<file path="src/rtl/cnn_frame_sequencer_if.sv">
// Bus bundle between the frame sequencer, its frame buffer / host logic and
// the CNN core.
//   master : sequencer view (drives status, frame-buffer reads, CNN pixel stream)
//   slave  : environment view (host control, frame-buffer data, CNN result)
// Signals:
//   start, abort          host control levels
//   busy, done,
//   timeout_err           sequencer status
//   mem_rd_en, mem_addr   frame-buffer read request
//   mem_rd_data           frame-buffer data, valid one cycle after mem_rd_en
//   cnn_in_val,
//   cnn_data_in,
//   cnn_ready             pixel stream to the CNN with backpressure
//   cnn_out_val,
//   cnn_decision          CNN result strobe and class
//   decision, frame_count captured result and completed-frame counter
interface cnn_frame_sequencer_if #(
  parameter int DATA_BITS  = 8,
  parameter int ADDR_BITS  = 10,
  parameter int CLASS_BITS = 4
);
  logic                  start;
  logic                  abort;
  logic                  busy;
  logic                  done;
  logic                  timeout_err;
  logic                  mem_rd_en;
  logic [ADDR_BITS-1:0]  mem_addr;
  logic [DATA_BITS-1:0]  mem_rd_data;
  logic                  cnn_in_val;
  logic [DATA_BITS-1:0]  cnn_data_in;
  logic                  cnn_ready;
  logic                  cnn_out_val;
  logic [CLASS_BITS-1:0] cnn_decision;
  logic [CLASS_BITS-1:0] decision;
  logic [15:0]           frame_count;

  modport master (
    input  start, abort, mem_rd_data, cnn_ready, cnn_out_val, cnn_decision,
    output busy, done, timeout_err, mem_rd_en, mem_addr, cnn_in_val,
           cnn_data_in, decision, frame_count
  );

  modport slave (
    output start, abort, mem_rd_data, cnn_ready, cnn_out_val, cnn_decision,
    input  busy, done, timeout_err, mem_rd_en, mem_addr, cnn_in_val,
           cnn_data_in, decision, frame_count
  );
endinterface

</file>
<file path="src/rtl/cnn_frame_sequencer.sv">
// Sequences one CNN inference per start request: streams a frame from the
// synchronous frame buffer (raster order, address 0 first) into the CNN with
// backpressure, waits for the result strobe with a timeout, captures the
// decision and pulses done.
// Ports:
//   clk  rising-edge clock
//   rst  asynchronous active-high reset
//   bus  cnn_frame_sequencer_if.master (host control/status, frame-buffer
//        read port, CNN pixel stream and result)
module cnn_frame_sequencer #(
  parameter int IMG_PIXELS = 784,
  parameter int DATA_BITS  = 8,
  parameter int ADDR_BITS  = 10,
  parameter int CLASS_BITS = 4,
  parameter int TIMEOUT    = 4096
) (
  input logic                   clk,
  input logic                   rst,
  cnn_frame_sequencer_if.master bus
);

  // One extra bit so the pointer can hold IMG_PIXELS even when it equals 2^ADDR_BITS.
  localparam int CNT_BITS  = ADDR_BITS + 1;
  localparam int WAIT_BITS = (TIMEOUT > 2) ? $clog2(TIMEOUT) : 1;

  localparam logic [CNT_BITS-1:0]  PIX_TOTAL = CNT_BITS'(IMG_PIXELS);
  localparam logic [CNT_BITS-1:0]  PIX_LAST  = CNT_BITS'(IMG_PIXELS - 1);
  localparam logic [WAIT_BITS-1:0] WAIT_LAST = WAIT_BITS'(TIMEOUT - 1);

  typedef enum logic [1:0] {
    S_IDLE,
    S_STREAM,
    S_WAIT_RESULT,
    S_DONE
  } state_t;

  state_t                 state;
  logic [CNT_BITS-1:0]    rd_ptr;
  logic [CNT_BITS-1:0]    sent_cnt;
  logic [WAIT_BITS-1:0]   wait_cnt;
  logic                   timeout_err_q;
  logic [CLASS_BITS-1:0]  decision_q;
  logic [15:0]            frame_count_q;

  // Two-entry pixel FIFO; rd_pend marks the read whose data arrives this cycle.
  logic [DATA_BITS-1:0]   fifo_q [2];
  logic                   head;
  logic [1:0]             occ;
  logic                   rd_pend;

  logic                   pop;
  logic                   issue;
  logic                   flush;
  logic [2:0]             committed;

  always_comb begin
    pop       = (occ != 2'd0) && bus.cnn_ready;
    committed = 3'(occ) + 3'(rd_pend);
    flush     = bus.abort && (state != S_IDLE);
    // A slot freed by this cycle's pop may be re-committed to a new read.
    issue     = (state == S_STREAM) && !bus.abort && (rd_ptr < PIX_TOTAL) &&
                (committed < (3'd2 + 3'(pop)));
  end

  always_ff @(posedge clk or posedge rst) begin
    if (rst) begin
      fifo_q[0] <= '0;
      fifo_q[1] <= '0;
      head      <= 1'b0;
      occ       <= '0;
      rd_pend   <= 1'b0;
    end else if (flush) begin
      head    <= 1'b0;
      occ     <= '0;
      rd_pend <= 1'b0;
    end else begin
      rd_pend <= issue;
      // Write slot is head+occ (mod 2); a push can never meet a full FIFO.
      if (rd_pend) begin
        fifo_q[head ^ occ[0]] <= bus.mem_rd_data;
      end
      if (pop) begin
        head <= ~head;
      end
      occ <= occ + 2'(rd_pend) - 2'(pop);
    end
  end

  always_ff @(posedge clk or posedge rst) begin
    if (rst) begin
      state         <= S_IDLE;
      rd_ptr        <= '0;
      sent_cnt      <= '0;
      wait_cnt      <= '0;
      timeout_err_q <= 1'b0;
      decision_q    <= '0;
      frame_count_q <= '0;
    end else begin
      case (state)
        S_IDLE: begin
          if (bus.start) begin
            state         <= S_STREAM;
            rd_ptr        <= '0;
            sent_cnt      <= '0;
            timeout_err_q <= 1'b0;
          end
        end
        S_STREAM: begin
          if (bus.abort) begin
            state <= S_IDLE;
          end else begin
            if (issue) begin
              rd_ptr <= rd_ptr + 1'b1;
            end
            if (pop) begin
              sent_cnt <= sent_cnt + 1'b1;
              if (sent_cnt == PIX_LAST) begin
                state    <= S_WAIT_RESULT;
                wait_cnt <= '0;
              end
            end
          end
        end
        S_WAIT_RESULT: begin
          if (bus.abort) begin
            state <= S_IDLE;
          end else if (bus.cnn_out_val) begin
            decision_q    <= bus.cnn_decision;
            frame_count_q <= frame_count_q + 16'd1;
            state         <= S_DONE;
          end else if (wait_cnt == WAIT_LAST) begin
            timeout_err_q <= 1'b1;
            state         <= S_DONE;
          end else begin
            wait_cnt <= wait_cnt + 1'b1;
          end
        end
        S_DONE: begin
          state <= S_IDLE;
        end
        default: begin
          state <= S_IDLE;
        end
      endcase
    end
  end

  assign bus.busy        = (state == S_STREAM) || (state == S_WAIT_RESULT);
  assign bus.done        = (state == S_DONE) && !bus.abort;
  assign bus.timeout_err = timeout_err_q;
  assign bus.mem_rd_en   = issue;
  assign bus.mem_addr    = rd_ptr[ADDR_BITS-1:0];
  assign bus.cnn_in_val  = (occ != 2'd0);
  assign bus.cnn_data_in = fifo_q[head];
  assign bus.decision    = decision_q;
  assign bus.frame_count = frame_count_q;

endmodule

</file>
<file path="src/flat_wrapper.sv">
// flat-port wrapper written by rule: the top's interface ports become plain ports
module cnn_frame_sequencer_flat 
#(
  parameter int IMG_PIXELS = 784,
  parameter int DATA_BITS  = 8,
  parameter int ADDR_BITS  = 10,
  parameter int CLASS_BITS = 4,
  parameter int TIMEOUT    = 4096
)
  (clk, rst, bus_start, bus_abort, bus_mem_rd_data, bus_cnn_ready, bus_cnn_out_val, bus_cnn_decision, bus_busy, bus_done, bus_timeout_err, bus_mem_rd_en, bus_mem_addr, bus_cnn_in_val, bus_cnn_data_in, bus_decision, bus_frame_count);
  cnn_frame_sequencer_if #(.DATA_BITS(DATA_BITS), .ADDR_BITS(ADDR_BITS), .CLASS_BITS(CLASS_BITS)) bus_i ();
  input logic clk;
  input logic rst;
  input wire logic [$bits(bus_i.start)-1:0] bus_start;
  input wire logic [$bits(bus_i.abort)-1:0] bus_abort;
  input wire logic [$bits(bus_i.mem_rd_data)-1:0] bus_mem_rd_data;
  input wire logic [$bits(bus_i.cnn_ready)-1:0] bus_cnn_ready;
  input wire logic [$bits(bus_i.cnn_out_val)-1:0] bus_cnn_out_val;
  input wire logic [$bits(bus_i.cnn_decision)-1:0] bus_cnn_decision;
  output wire logic [$bits(bus_i.busy)-1:0] bus_busy;
  output wire logic [$bits(bus_i.done)-1:0] bus_done;
  output wire logic [$bits(bus_i.timeout_err)-1:0] bus_timeout_err;
  output wire logic [$bits(bus_i.mem_rd_en)-1:0] bus_mem_rd_en;
  output wire logic [$bits(bus_i.mem_addr)-1:0] bus_mem_addr;
  output wire logic [$bits(bus_i.cnn_in_val)-1:0] bus_cnn_in_val;
  output wire logic [$bits(bus_i.cnn_data_in)-1:0] bus_cnn_data_in;
  output wire logic [$bits(bus_i.decision)-1:0] bus_decision;
  output wire logic [$bits(bus_i.frame_count)-1:0] bus_frame_count;
  assign bus_i.start = bus_start;
  assign bus_i.abort = bus_abort;
  assign bus_i.mem_rd_data = bus_mem_rd_data;
  assign bus_i.cnn_ready = bus_cnn_ready;
  assign bus_i.cnn_out_val = bus_cnn_out_val;
  assign bus_i.cnn_decision = bus_cnn_decision;
  assign bus_busy = bus_i.busy;
  assign bus_done = bus_i.done;
  assign bus_timeout_err = bus_i.timeout_err;
  assign bus_mem_rd_en = bus_i.mem_rd_en;
  assign bus_mem_addr = bus_i.mem_addr;
  assign bus_cnn_in_val = bus_i.cnn_in_val;
  assign bus_cnn_data_in = bus_i.cnn_data_in;
  assign bus_decision = bus_i.decision;
  assign bus_frame_count = bus_i.frame_count;
  cnn_frame_sequencer #(.IMG_PIXELS(IMG_PIXELS), .DATA_BITS(DATA_BITS), .ADDR_BITS(ADDR_BITS), .CLASS_BITS(CLASS_BITS), .TIMEOUT(TIMEOUT)) u_core (.clk(clk), .rst(rst), .bus(bus_i));
endmodule
</file>
<file path="config.mk">
export PLATFORM = sky130hd
export DESIGN_NAME = cnn_frame_sequencer_flat
export DESIGN_NICKNAME = d
export VERILOG_FILES = /design/src/rtl/cnn_frame_sequencer_if.sv /design/src/rtl/cnn_frame_sequencer.sv /design/src/flat_wrapper.sv
export SDC_FILE = /design/constraint.sdc
export NUM_CORES = 1
export LEC_CHECK = 0
export ABC_AREA = 1
export CORE_AREA = 2 2 99 101
export CTS_CLUSTER_SIZE = 40
export DETAILED_ROUTE_END_ITERATION = 8
export DIE_AREA = 0 0 101 103
export DONT_BUFFER_PORTS = 1
export HOLD_SLACK_MARGIN = 0.05
export PLACE_DENSITY = 0.63
export SLEW_MARGIN = 20
export SYNTH_ARGS = -nofsm -noshare
export SYNTH_HDL_FRONTEND = slang
export SYNTH_SLANG_ARGS = --single-unit
</file>
<file path="constraint.sdc">
create_clock -name clk -period 3.8 [get_ports clk]
set_input_delay 1.14 -clock clk [delete_from_list [all_inputs] [get_ports clk]]
set_output_delay 1.14 -clock clk [all_outputs]
set_load 0.005 [all_outputs]
</file>
======== Word-level counts from Yosys, hierarchy flattened ========
Cells that the tools add are included.
cells by class
  reduce and logical (&&, ||, !) cells .... 23
  add/sub/neg operators ................... 8
  bitwise operators ....................... 6
  equality and inequality tests ........... 17
  order comparisons ....................... 5
  mux-type cells .......................... 37
operator list
  cell                     number
  $mux W12                 6
  $mux W11                 5
  $pmux W11 S2             2
  $mux W8                  4
  $pmux W12 S2             1
  $add A11 B1 Y11 const B  2
  $add A16 B1 Y16 const B  1
  $bwmux W16               1
  $mux W2                  8
  $ne A2 B2 Y1 const B     7
  $add A12 B1 Y12 const B  1
  $eq A12 B12 Y1 const B   1
  $reduce_and A4 Y1        3
  $reduce_bool A2 Y1       6
  $eq A11 B10 Y1 const B   1
  $lt A11 B10 Y1 const B   1
  $demux W8 S1             1
  $pmux W2 S4              1
  $logic_and A1 B1 Y1      7
  $mux W1                  7
  $reduce_and A7 Y1        1
  $reduce_and A5 Y1        1
  $eq A2 B2 Y1 const B     2
  $ge A2 B2 Y1 const B     2
  other kinds (20)         24
storage, ports and cells
  register bits ........................... 77
  word-level logic and storage cells ...... 108
  bits of input ports ..................... 18

======== Depth between registers and ports, before layout ========
  depth in word-level cells ............... 8
  depth in mapped cells ................... 11
  mapped depth without buffers ............ 11

======== Worst setup path before layout ========
OpenSTA, ideal clock, no wires.
  path kind ............................... input to output
  start point ............................. in bus_abort
  end point ............................... out bus_mem_rd_en
  required time ........................... 2660 ps
  path slack .............................. 892 ps
  arrival ................................. 1768 ps
  stages on the path ...................... 5
  buffers on the path ..................... 1
  cell sequence ........................... buf_2 nor2_2 nand2_1 a21oi_2 and2_1
on the way
  word-level cells in the longest chain between the ends .. 4
RTL lines
  what                              line                       source
  start: declaration                flat_wrapper.sv:15         input wire logic [$bits(bus_i.abort)-1:0] bus_abort;
  $logic_not A1 Y1                  cnn_frame_sequencer.sv:61  issue = (state == S_STREAM) && !bus.abort && (rd_ptr < PIX_TOTAL) &&
  $logic_and A1 B1 Y1 (3 in a row)  cnn_frame_sequencer.sv:61
  end: declaration                  flat_wrapper.sv:23         output wire logic [$bits(bus_i.mem_rd_en)-1:0] bus_mem_rd_en;
No other way between the ends.

======== Worst setup path in the final report ========
  start point ............................. reg u_core.state[1]
  end point ............................... out bus_mem_rd_en
on the way
  word-level cells in the longest chain between the ends .. 4
RTL lines
  what                              line                        source
  start: declaration                cnn_frame_sequencer.sv:37   state_t state;
  start signal: assignment          cnn_frame_sequencer.sv:91   state <= S_IDLE;
  start signal: assignment          cnn_frame_sequencer.sv:102  state <= S_STREAM;
  start signal: assignment          cnn_frame_sequencer.sv:110  state <= S_IDLE;
  $eq A2 B1 Y1                      cnn_frame_sequencer.sv:61
  $logic_and A1 B1 Y1 (3 in a row)  cnn_frame_sequencer.sv:61
No other way between the ends.

==> implementation parameters <==
Parameter                              Value

Status
  Run status    completed

Drt
  Total Wirelength    9.75 mm
  Wirelength per Cell    13.5 µm
  Number of DRC markers in iteration 0    158
  DRT Pass-1 Iters    4
  Via density    about 5.1
  DRC errors left    0
  Antenna-violating nets left    0
  Via count of the routed design    3697

STA
  Crit share post-route    0.832
  Worst Max-Slew Pin Slew    0.744 ns
  Layout Skew    about 0.008 ns
  Max frequency    about 320 MHz
  Number of setup violations in the final report    0
  Worst hold margin    0.492 ns
  Final number of hold-violating endpoints    0
  Final total negative setup slack    0 ns
  Min Tclk post-route    3.16 ns
  Setup repair after global routing missed its margin    false
  Worst max-slew margin expressed relative to the limit    0.502
  Final slew viol count    0

Synth
  Instance count of the mapped netlist    607
  Number of warnings reported in the yosys synthesis log    0
  Flip-flop and latch count after synthesis    77
  Net Count, Synth    638
  Sequential area share after synthesis    0.422
  Summed instance area of the synthesized netlist    approximately 4600 µm²
  Distinct cell type count of the synthesized netlist    39
  Post-Syn Area per Cell    around 7.5 µm²

Placed design
  I/O Buffers    0
  Detailed placer's ending HPWL    between 7 and 8 mm
  Placed cell area    4600 µm²
  Placer's final routability congestion estimate    roughly 0.85

Clock network
  CTS clock-pin slew for the worst setup and hold paths    approximately 0.080 ns
  Number of buffers added to fix hold violations after cts    0
  Worst-skew pair later-pin latency    0.36 ns
  Maximum clock insertion buffer count    2
  Post-CTS setup buffers    0
  Post-CTS sizing    0
  Number of clock buffers inserted by TritonCTS    9
  CTS H-tree lvls    3
  Root Buffer Master    sky130_fd_sc_hd__clkbuf_8
  TritonCTS clock tree    built
  Total number of clock tree sinks    77

Cells and area
  ANT cells    0
  Most frequent standard cell in the layout excluding fill and tap cells    sky130_fd_sc_hd__nand2_1
  Fillers    approximately 950
  P&R area growth vs syn    6.58%
  Area occupied by multi-input gates    2250 µm²
  Number of nets at the end of the flow    ~630
  Fraction of final layout cells sized beyond drive strength 1    0.0875
  Commonest non-fill, non-tap cells in the layout    sky130_fd_sc_hd__nand2_1 (209), sky130_fd_sc_hd__dfrtp_1 (77), sky130_fd_sc_hd__inv_1 (63), sky130_fd_sc_hd__nor2_1 (58), sky130_fd_sc_hd__nand3_1 (37)
  Final Core Density    0.515
  Flip-flop and latch area    1930 µm²
  Final design area excluding fillers    around 4900 µm²

Power
  Power consumption    between 0.002 and 0.003 W
  Cell internal pwr    ~0.0017 W
  Sw power    approximately 0.00094 W
  Pwr per Cell Area    540 nW/µm²
  IR Drop Worst-Case VDD    0.252 mV
  Switching Share    0.356
  Part of the total power dissipated in the clock network    0.320
  Sequential share of power    0.423
  Combinational power share    0.257
  Static Leak    around 2.5 nW

GRT
  Pin count of the biggest net entering global routing    36
  First-pass GRT wire length    ~16 mm
  Vias in the first global route    ~3500
  Initial antenna violation count    0
  Total routing resource utilization after global routing    0.201
  Total grt overflow    0

Floorplan
  Die area    about 10000 µm²
  Horiz. Die Dim    approximately 100 µm
  Row count    36
  Die Y    103 µm
  Effective utilization at floorplan    0.483
  I/O pin total    61
  Area inside the core boundary    roughly 9500 µm²

Worst setup path
  Kind of launch point of the worst setup path    flip-flop
  Number of cells on the worst reg-to-reg path    9
  Highest-delay cell along the critical path    sky130_fd_sc_hd__dfrtp_1
  Kind of critical path    flip-flop to output port
  CP max FO    10
  R2r endpoint    u_core.sent_cnt[5]$_DFFE_PP0P_
  Max stage delay on crit path    around 0.43 ns
  Critical Path AT    between 2 and 2.5 ns
  CP required    between 2 and 3 ns
  Critical Path End Type    output port
  Flop2flop setup slack    around 1.4 ns
  Cell breakdown of the critical path    inv_1, ha_1, inv_2, nor2_2, nand2_1, a21oi_2, and2_1
  R2R Path Start    u_core.state[1]$_DFFE_PP0P_

Min path
  Hold path cells    2
  Hold crit path type    flip-flop to flip-flop
  Hold path start    u_core.fifo_q[14]$_DFFE_PP0P_
  End point of the worst hold path    u_core.fifo_q[14]$_DFFE_PP0P_

Run
  Number of max-cap violations    0
final cells by class:
type                    instances  area share
multi-input cells             441       0.461
flip-flops and latches         77       0.396
inverters                      70      0.0550
clock inverters                 7      0.0298
well taps                     114      0.0293
clock buffers                   9      0.0254
repair buffers                  2     0.00308
cells in the mapped netlist (all sizes together):
cell / n / area, µm²
o31ai: 1 / 7.51
dfrtp: 77 / 1930
o21ai: 32 / 164
or2: 2 / 12.5
inv: 69 / 264
xor2: 14 / 123
nand3: 39 / 205
a21oi: 4 / 23.8
clkinv: 1 / 3.75
clkbuf: 2 / 7.51
nor3b: 3 / 22.5
nand4: 21 / 138
nor2: 72 / 364
o22ai: 1 / 6.26
xnor2: 7 / 61.3
o21bai: 5 / 37.5
nand2: 217 / 858
nand3b: 1 / 7.51
and2: 2 / 12.5
nor3: 7 / 40.0
buf: 17 / 119
ha: 13 / 163
worst max-delay path: cells and delay by family (launching register included):
family	cells	cell delay (ns)
adders and majority gates	1	0.37
DFF	1	0.43
AOI/OAI and AO/OA	1	0.13
and+or+nand+nor	3	0.45
buffers and inverters	2	0.29
power by group through the flow:
| stage | sequential [W] | combinational [W] | clock (W) |
|---|---|---|---|
| after global routing | 0.00114 | 0.000790 | 0.000885 |
| after detailed placement | 0.00113 | 0.000691 | 0 |
| after global placement | 0.00112 | 0.000663 | 0 |
| after floorplan | 0.00108 | 0.000575 | 0 |
| after CTS | 0.00112 | 0.000691 | 0.000856 |
| final | 0.00111 | 0.000677 | 0.000840 |
cells by family (layout without fill, tap and decap cells):
group / after synthesis / after routing / share of synthesized area
AO/OA/AOI/OAI: 43 / 43 / 0.0523
buffers and inverters: 89 / 88 / 0.0863
flip-flops: 77 / 77 / 0.422
adder cells (fa/ha/maj): 13 / 13 / 0.0356
XOR/XNOR: 21 / 21 / 0.0403
AND/OR/NAND/NOR: 364 / 364 / 0.364
routing by layer:
layer | routed length (µm) | up-vias | share of wire | track usage
li1 | - | 1892 | - | -
met1 | 4570 | 1724 | 0.47 | 0.270
met2 | 4520 | 70 | 0.46 | 0.325
met3 | 525 | 11 | 0.054 | 0.0447
met4 | 131 | 0 | 0.013 | 0.0676
met5 | 0 | - | 0 | 0
how the worst max path moves through the flow:
stage	cells after the start	to	slack [ns]	start
after CTS	7	bus_mem_rd_en	0.65	u_core.state[1]$_DFFE_PP0P_
after global routing	7	bus_mem_rd_en	0.46	u_core.state[1]$_DFFE_PP0P_
final	7	bus_mem_rd_en	0.64	u_core.state[1]$_DFFE_PP0P_
after global placement	3	bus_mem_rd_en	0.95	bus_cnn_ready
after floorplan	1	u_core.bus.decision[0]$_DFFE_PP0P_	0.69	rst
after detailed placement	3	bus_mem_rd_en	0.95	bus_cnn_ready
per-stage QoR:
step / setup WS [ns] / instances
after floorplan: 0.693 / 607
after global placement: 0.951 / 704
after detailed placement: 0.948 / 704
after CTS: 0.650 / 720
after global routing: 0.462 / 720
final: 0.638 / 720
sequential cells by signal (all words and copies together) (netlist names), 2 cells and up:
name	flops
u_core.bus.frame_count	16
u_core.fifo_q	16
u_core.wait_cnt	12
u_core.rd_ptr	11
u_core.sent_cnt	11
u_core.bus.decision	4
u_core.occ	2
u_core.state	2
Note: power is estimated with default switching activity, not from simulation.
